`config.mk`:
```
export PLATFORM = sky130hd
export DESIGN_NAME = lcd1602_bus_reader_flat
export DESIGN_NICKNAME = d
export VERILOG_FILES = /design/src/rtl/lcd1602_bus_reader_if.sv /design/src/rtl/lcd1602_bus_reader.sv /design/src/flat_wrapper.sv
export SDC_FILE = /design/constraint.sdc
export NUM_CORES = 1
export LEC_CHECK = 0
export ABC_CLOCK_PERIOD_IN_PS = 2400
export BUFFER_PORTS_ARGS = -buffer_cell sky130_fd_sc_hd__buf_2
export CORE_MARGIN = 4
export CORE_UTILIZATION = 55
export CTS_CLUSTER_DIAMETER = 120
export CTS_CLUSTER_SIZE = 12
export DETAILED_ROUTE_END_ITERATION = 12
export GPL_TIMING_DRIVEN = 1
export PLACE_DENSITY = 0.81
export SLEW_MARGIN = 0
export SYNTH_ARGS = -nofsm -noshare
export SYNTH_HDL_FRONTEND = slang
export SYNTH_SLANG_ARGS = --single-unit
```
`constraint.sdc`:
```
create_clock -name sys_clk -period 2.4 [get_ports sys_clk]
set_input_delay 0.36 -clock sys_clk [delete_from_list [all_inputs] [get_ports sys_clk]]
set_output_delay 0.36 -clock sys_clk [all_outputs]
set_load 0.05 [all_outputs]
```
`src/rtl/lcd1602_bus_reader_if.sv`:
```
// Request/result handshake plus the HD44780-style read bus of the LCD1602 reader.
interface lcd1602_bus_reader_if;
  logic       rd_req;
  logic       rd_rs;
  logic       poll_req;
  logic       rd_ready;
  logic       rd_valid;
  logic [7:0] rd_data;
  logic       busy_flag;
  logic [6:0] addr_cnt;
  logic       poll_timeout;
  logic       LCD_EN;
  logic       RS;
  logic       RW;
  logic [7:0] DB8;

  modport master (
    output rd_req, rd_rs, poll_req, DB8,
    input  rd_ready, rd_valid, rd_data, busy_flag, addr_cnt, poll_timeout,
           LCD_EN, RS, RW
  );

  modport slave (
    input  rd_req, rd_rs, poll_req, DB8,
    output rd_ready, rd_valid, rd_data, busy_flag, addr_cnt, poll_timeout,
           LCD_EN, RS, RW
  );
endinterface

```
`src/rtl/lcd1602_bus_reader.sv`:
```
// LCD1602 read engine: single status/data reads and busy-flag polling with
// cycle-exact setup, enable-pulse, hold and recovery phases.
module lcd1602_bus_reader #(
  parameter int unsigned TAS_CYC  = 3,
  parameter int unsigned TPW_CYC  = 25,
  parameter int unsigned TH_CYC   = 2,
  parameter int unsigned TREC_CYC = 25,
  parameter int unsigned POLL_MAX = 1000
) (
  input logic                sys_clk,
  input logic                sys_rst,
  lcd1602_bus_reader_if.slave bus
);

  localparam int unsigned MAX_A  = (TAS_CYC > TPW_CYC) ? TAS_CYC : TPW_CYC;
  localparam int unsigned MAX_B  = (TH_CYC > TREC_CYC) ? TH_CYC : TREC_CYC;
  localparam int unsigned PH_MAX = (MAX_A > MAX_B) ? MAX_A : MAX_B;
  localparam int unsigned PH_W   = $clog2(PH_MAX + 1);
  localparam int unsigned POLL_W = $clog2(POLL_MAX + 1);

  typedef enum logic [2:0] {IDLE, SETUP, PULSE, HOLD, RECOV, DONE} state_t;

  state_t              state_q, state_d;
  logic [PH_W-1:0]     ph_q, ph_d;
  logic [POLL_W-1:0]   poll_cnt_q, poll_cnt_d;
  logic                poll_mode_q, poll_mode_d;
  logic                rs_q, rs_d;
  logic [7:0]          cap_q, cap_d;
  logic [7:0]          rd_data_q, rd_data_d;
  logic                busy_q, busy_d;
  logic [6:0]          ac_q, ac_d;
  logic                timeout_q, timeout_d;
  logic                en_q, valid_q, ready_q;

  // State and registered outputs; outputs are derived from the next state so
  // that LCD_EN/rd_valid/rd_ready line up exactly with the state they describe.
  always_ff @(posedge sys_clk) begin
    if (sys_rst) begin
      state_q     <= IDLE;
      ph_q        <= '0;
      poll_cnt_q  <= '0;
      poll_mode_q <= 1'b0;
      rs_q        <= 1'b0;
      cap_q       <= 8'h00;
      rd_data_q   <= 8'h00;
      busy_q      <= 1'b1;
      ac_q        <= 7'h00;
      timeout_q   <= 1'b0;
      en_q        <= 1'b0;
      valid_q     <= 1'b0;
      ready_q     <= 1'b1;
    end else begin
      state_q     <= state_d;
      ph_q        <= ph_d;
      poll_cnt_q  <= poll_cnt_d;
      poll_mode_q <= poll_mode_d;
      rs_q        <= rs_d;
      cap_q       <= cap_d;
      rd_data_q   <= rd_data_d;
      busy_q      <= busy_d;
      ac_q        <= ac_d;
      timeout_q   <= timeout_d;
      en_q        <= (state_d == PULSE);
      valid_q     <= (state_d == DONE);
      ready_q     <= (state_d == IDLE);
    end
  end

  always_comb begin
    state_d     = state_q;
    ph_d        = ph_q;
    poll_cnt_d  = poll_cnt_q;
    poll_mode_d = poll_mode_q;
    rs_d        = rs_q;
    cap_d       = cap_q;
    rd_data_d   = rd_data_q;
    busy_d      = busy_q;
    ac_d        = ac_q;
    timeout_d   = timeout_q;
    unique case (state_q)
      IDLE: begin
        if (bus.poll_req) begin
          poll_mode_d = 1'b1;
          rs_d        = 1'b0;
          poll_cnt_d  = '0;
          timeout_d   = 1'b0;
          state_d     = SETUP;
          ph_d        = PH_W'(TAS_CYC - 1);
        end else if (bus.rd_req) begin
          poll_mode_d = 1'b0;
          rs_d        = bus.rd_rs;
          state_d     = SETUP;
          ph_d        = PH_W'(TAS_CYC - 1);
        end
      end
      SETUP: begin
        if (ph_q == '0) begin
          state_d = PULSE;
          ph_d    = PH_W'(TPW_CYC - 1);
        end else begin
          ph_d = ph_q - PH_W'(1);
        end
      end
      PULSE: begin
        if (ph_q == '0) begin
          cap_d   = bus.DB8;
          state_d = HOLD;
          ph_d    = PH_W'(TH_CYC - 1);
        end else begin
          ph_d = ph_q - PH_W'(1);
        end
      end
      HOLD: begin
        if (ph_q == '0) begin
          state_d = RECOV;
          ph_d    = PH_W'(TREC_CYC - 1);
        end else begin
          ph_d = ph_q - PH_W'(1);
        end
      end
      RECOV: begin
        if (ph_q == '0) begin
          // Publish the captured byte so it appears together with rd_valid.
          rd_data_d = cap_q;
          if (!rs_q) begin
            busy_d = cap_q[7];
            ac_d   = cap_q[6:0];
          end
          state_d = DONE;
          ph_d    = '0;
        end else begin
          ph_d = ph_q - PH_W'(1);
        end
      end
      DONE: begin
        state_d = IDLE;
        if (poll_mode_q && cap_q[7]) begin
          if (poll_cnt_q == POLL_W'(POLL_MAX - 1)) begin
            timeout_d = 1'b1;
          end else begin
            poll_cnt_d = poll_cnt_q + POLL_W'(1);
            state_d    = SETUP;
            ph_d       = PH_W'(TAS_CYC - 1);
          end
        end
      end
      default: state_d = IDLE;
    endcase
  end

  assign bus.rd_ready     = ready_q;
  assign bus.rd_valid     = valid_q;
  assign bus.rd_data      = rd_data_q;
  assign bus.busy_flag    = busy_q;
  assign bus.addr_cnt     = ac_q;
  assign bus.poll_timeout = timeout_q;
  assign bus.LCD_EN       = en_q;
  assign bus.RS           = rs_q;
  assign bus.RW           = 1'b1;

endmodule

```
`src/flat_wrapper.sv`:
```
// flat-port wrapper written by rule: the top's interface ports become plain ports
module lcd1602_bus_reader_flat 
#(
  parameter int unsigned TAS_CYC  = 3,
  parameter int unsigned TPW_CYC  = 25,
  parameter int unsigned TH_CYC   = 2,
  parameter int unsigned TREC_CYC = 25,
  parameter int unsigned POLL_MAX = 1000
)
  (sys_clk, sys_rst, bus_rd_req, bus_rd_rs, bus_poll_req, bus_DB8, bus_rd_ready, bus_rd_valid, bus_rd_data, bus_busy_flag, bus_addr_cnt, bus_poll_timeout, bus_LCD_EN, bus_RS, bus_RW);
  lcd1602_bus_reader_if bus_i ();
  input logic sys_clk;
  input logic sys_rst;
  input wire logic [$bits(bus_i.rd_req)-1:0] bus_rd_req;
  input wire logic [$bits(bus_i.rd_rs)-1:0] bus_rd_rs;
  input wire logic [$bits(bus_i.poll_req)-1:0] bus_poll_req;
  input wire logic [$bits(bus_i.DB8)-1:0] bus_DB8;
  output wire logic [$bits(bus_i.rd_ready)-1:0] bus_rd_ready;
  output wire logic [$bits(bus_i.rd_valid)-1:0] bus_rd_valid;
  output wire logic [$bits(bus_i.rd_data)-1:0] bus_rd_data;
  output wire logic [$bits(bus_i.busy_flag)-1:0] bus_busy_flag;
  output wire logic [$bits(bus_i.addr_cnt)-1:0] bus_addr_cnt;
  output wire logic [$bits(bus_i.poll_timeout)-1:0] bus_poll_timeout;
  output wire logic [$bits(bus_i.LCD_EN)-1:0] bus_LCD_EN;
  output wire logic [$bits(bus_i.RS)-1:0] bus_RS;
  output wire logic [$bits(bus_i.RW)-1:0] bus_RW;
  assign bus_i.rd_req = bus_rd_req;
  assign bus_i.rd_rs = bus_rd_rs;
  assign bus_i.poll_req = bus_poll_req;
  assign bus_i.DB8 = bus_DB8;
  assign bus_rd_ready = bus_i.rd_ready;
  assign bus_rd_valid = bus_i.rd_valid;
  assign bus_rd_data = bus_i.rd_data;
  assign bus_busy_flag = bus_i.busy_flag;
  assign bus_addr_cnt = bus_i.addr_cnt;
  assign bus_poll_timeout = bus_i.poll_timeout;
  assign bus_LCD_EN = bus_i.LCD_EN;
  assign bus_RS = bus_i.RS;
  assign bus_RW = bus_i.RW;
  lcd1602_bus_reader #(.TAS_CYC(TAS_CYC), .TPW_CYC(TPW_CYC), .TH_CYC(TH_CYC), .TREC_CYC(TREC_CYC), .POLL_MAX(POLL_MAX)) u_core (.sys_clk(sys_clk), .sys_rst(sys_rst), .bus(bus_i));
endmodule
```
==> results.md <==
- Non-filler cells in the finished layout: 327
- Number of max-capacitance violations reported: 0
- Core area: 0.00374 mm^2
- Transition time at the pin with the least slew margin: 883 ps
- Clock latency at the later pin of the worst-skew pair: ~300 ps
- Clock share of power: 0.280
- Netlist area before placement: 0.00219 mm^2
- Post-layout instance area: 0.00255 mm^2
- Worst Reg2Reg Path Length in Cells: 7
- Total congestion overflow: 0
- Final Wtd Congestion: 0.839
- Setup repair after global routing missed its margin: no
- Post-Synthesis Mean Instance Area: 9.05 um^2
- Leakage: 0.951 nW
- Switching component of the power: around 0.87 mW
- Clock root cell: sky130_fd_sc_hd__clkbuf_8
- Count of synthesis-stage warnings from yosys: 0
- Final hold slack: roughly 290 ps
- Number of buffers inserted for hold repair after clock tree synthesis: 0
- Class of the tightest hold or removal check: input port to flip-flop
- Worst setup SP type: flip-flop
- DIE HEIGHT: 71.1 um
- Starting density of the core: 0.585
- Die Outline Area: 0.00505 mm^2
- Predominant post-synthesis flop cell: sky130_fd_sc_hd__dfxtp_1
- DIE WIDTH: 71.1 um
- Synthesized instance count: approximately 240
- Critical path capture point: u_core.bus.rd_data[6]
- TritonCTS clock tree: yes
- Sequential power share: 0.400
- Setup TNS: 0 ps
- Total chip power: approximately 2.5 mW
- First-pass GRT wire length: approximately 8500 um
- Detailed-route via count: 1936
- DRT iter0 DRCs: 103
- Pin count of the biggest net entering global routing: 36
- Remaining antenna violation count after routing: 0
- Hold Vio Cnt, Final: 0
- Overall Global Routing Usage: 0.210
- Share of power burned in combinational logic: 0.319
- Worst clock skew: 6.45 ps
- Final Worst Setup Slack: 271 ps
- Number of library cell types mapped by synthesis: 54
- Clock input transition at the sequential cells of the worst setup and hold paths: 90 ps
- Source of the worst hold timing path: bus_DB8[3]
- Setup Fix Bufs, Post-CTS: 0
- Period utilization: 0.887
- Sink count of the clock tree: 48
- Reg-to-reg critical path startpoint: u_core.ph_q[0]
- Antenna diode instance count: 0
- Critical-path maximum fanout: 8
- Top-count cell post-synth: sky130_fd_sc_hd__dfxtp_1
- Mean routed wirelength per cell: 15.1 um
- Period minus WS final: 2130 ps
- Dominant cells by area after synthesis: sky130_fd_sc_hd__dfxtp_1 44%, sky130_fd_sc_hd__mux2i_1 8.7%, sky130_fd_sc_hd__nand2_1 4.8%
- Number of global-route vias before repair: ~1900
- Nets in the synthesized netlist: 257
- Number of buffers inserted by port buffering: 33
- Total Routed Length: between 4000 and 5000 um
- Reg-to-reg slack, setup: 270 ps
- Number of CTS-inserted buffers: 5
- Setup slack after placement: 313 ps
- Largest area contributor in the synthesized netlist: sky130_fd_sc_hd__dfxtp_1
- Post-layout net count: 293
- Highest attainable clock frequency: around 0.47 GHz
- Worst slew margin relative to its limit: 0.410
- Worst reg2reg endpoint: u_core.bus.rd_data[6]
- Fraction of power spent switching nets: 0.347
- Critical Path Source: u_core.ph_q[0]
- Share of post-route cells with drive strength above 1: 0.219
- Setup violation total in the final timing report: 0
- Worst endpoint data arrival time: 2310 ps
- CTS H-tree lvls: 2
- DR DRC count: 0
- Critical Path End Type: flip-flop
- Top cell type's share of synthesized area: 0.439
- Area growth syn-to-layout: 16.5%
- I/O pins: 35
- Data required time of the critical path: approximately 2600 ps
- Number of detailed-routing iterations run before antenna repair: 5
- Number of synthesized flops with an enable pin: 0
- IR Drop Worst-Case VDD: ~580 uV
- Synthesis-stage register bit count: 48
- Initial antenna violation count: 0
- Share of the yosys chip area belonging to registers: 0.439
- Async set-or-reset flop fraction in the synthesized netlist: 0
- Cell Int Power: 1.64 mW
- Final core utilization: 0.681
- DPL Wire Length: 3490 um
- Critical path start-end classification: flip-flop to flip-flop
- Placement row count: 22
- Placed Instances: ~320
- Final Slew Violations: 0
- Cts repair resizes: 0
- Maximum number of buffers from clock root to sink: 2
- Placed cell areas: 0.00241 mm^2
- Run status: finished, final reports clean
- Power per unit of standard cell area: around 980 mW/mm^2
- Post-synth top cells: 48 x sky130_fd_sc_hd__dfxtp_1, 28 x sky130_fd_sc_hd__nand2_1, 26 x sky130_fd_sc_hd__nor2_1
- Vias per inst: between 5 and 6
-- flip-flops by register name, indices dropped and copies added (netlist names) --
signal	count
u_core.poll_cnt_q	10
u_core.bus.rd_data	8
u_core.cap_q	8
u_core.bus.addr_cnt	7
u_core.ph_q	5
u_core.state_q	3
u_core.bus.LCD_EN	1
u_core.bus.RS	1
u_core.bus.busy_flag	1
u_core.bus.poll_timeout	1
u_core.bus.rd_ready	1
u_core.bus.rd_valid	1
u_core.poll_mode_q	1
-- metal layers --
metal / wire length, um / share of wire / vias up / global-route usage
met3: 242 / 0.049 / 7 / 0.0455
met2: 2510 / 0.51 / 48 / 0.349
met1: 2100 / 0.43 / 922 / 0.265
li1: - / - / 959 / -
met5: 0 / 0 / - / 0
met4: 87 / 0.018 / 0 / 0.0856
-- how the worst min path moves through the flow --
stage / to / slack (ps) / depth (start not counted)
global route: u_core.cap_q[0] / 310 / 3
detailed placement: u_core.bus.rd_data[1] / 450 / 2
global placement: u_core.bus.rd_data[0] / 440 / 2
finish: u_core.cap_q[3] / 290 / 3
floorplan: u_core.poll_cnt_q[9] / 440 / 2
CTS: u_core.cap_q[6] / 280 / 3
-- placed cells by master (no fill, tap or decap), drive strengths merged, types with 2 or more instances in the layout --
| master | n |
|---|---|
| or4 | 5 |
| a211oi | 3 |
| or4b | 2 |
| mux2i | 19 |
| nand3 | 15 |
| a22oi | 2 |
| o31ai | 3 |
| or2 | 2 |
| or3 | 5 |
| nor4b | 2 |
| bufinv | 2 |
| ha | 2 |
| buf | 41 |
| o221ai | 4 |
| clkbuf | 5 |
| o21ai | 3 |
| nor3b | 3 |
| nand2 | 28 |
| a21oi | 14 |
| nor2 | 26 |
| nor3 | 7 |
| a21boi | 3 |
| dfxtp | 48 |
| nor4 | 5 |
| and3 | 2 |
| a311oi | 2 |
| inv | 4 |
-- layout make-up --
type / instances / area, um^2
fill: 323 / 1190
sequential: 48 / 961
tap: 48 / 60.1
clock inverter: 3 / 68.8
multi-input combinational: 178 / 1150
inverter: 4 / 15.0
clock buffer: 5 / 68.8
timing repair buffer: 41 / 225
-- power by group through the flow --
stage / Clock, mW / Combinational, mW / Sequential, mW
2_1_floorplan: 0 / 0.630 / 0.995
3_3_place_gp: 0 / 0.790 / 1.01
3_5_place_dp: 0 / 0.799 / 1.02
4_1_cts: 0.718 / 0.804 / 0.999
5_1_grt: 0.749 / 0.888 / 1.02
6_report: 0.702 / 0.800 / 1.00
-- worst max-delay path: stages, from the launching register on --
cell                      delay [ps]
sky130_fd_sc_hd__dfxtp_1         350
sky130_fd_sc_hd__inv_1            70
sky130_fd_sc_hd__ha_1            180
sky130_fd_sc_hd__nor4b_2         730
sky130_fd_sc_hd__buf_4           260
sky130_fd_sc_hd__nand2_1         210
sky130_fd_sc_hd__nand2_1         140
sky130_fd_sc_hd__a21oi_1          70
-- kinds of logic after synthesis --
logic type	share of synthesized area
AOI/OAI and AO/OA	0.142
xor gates and xnor gates	0.00400
adders and majority gates	0.0114
buffers and inverters	0.0354
DFF	0.439
muxes	0.0869
other	0.00171
and+or+nand+nor	0.279
(Power assumes the default switching activity.)
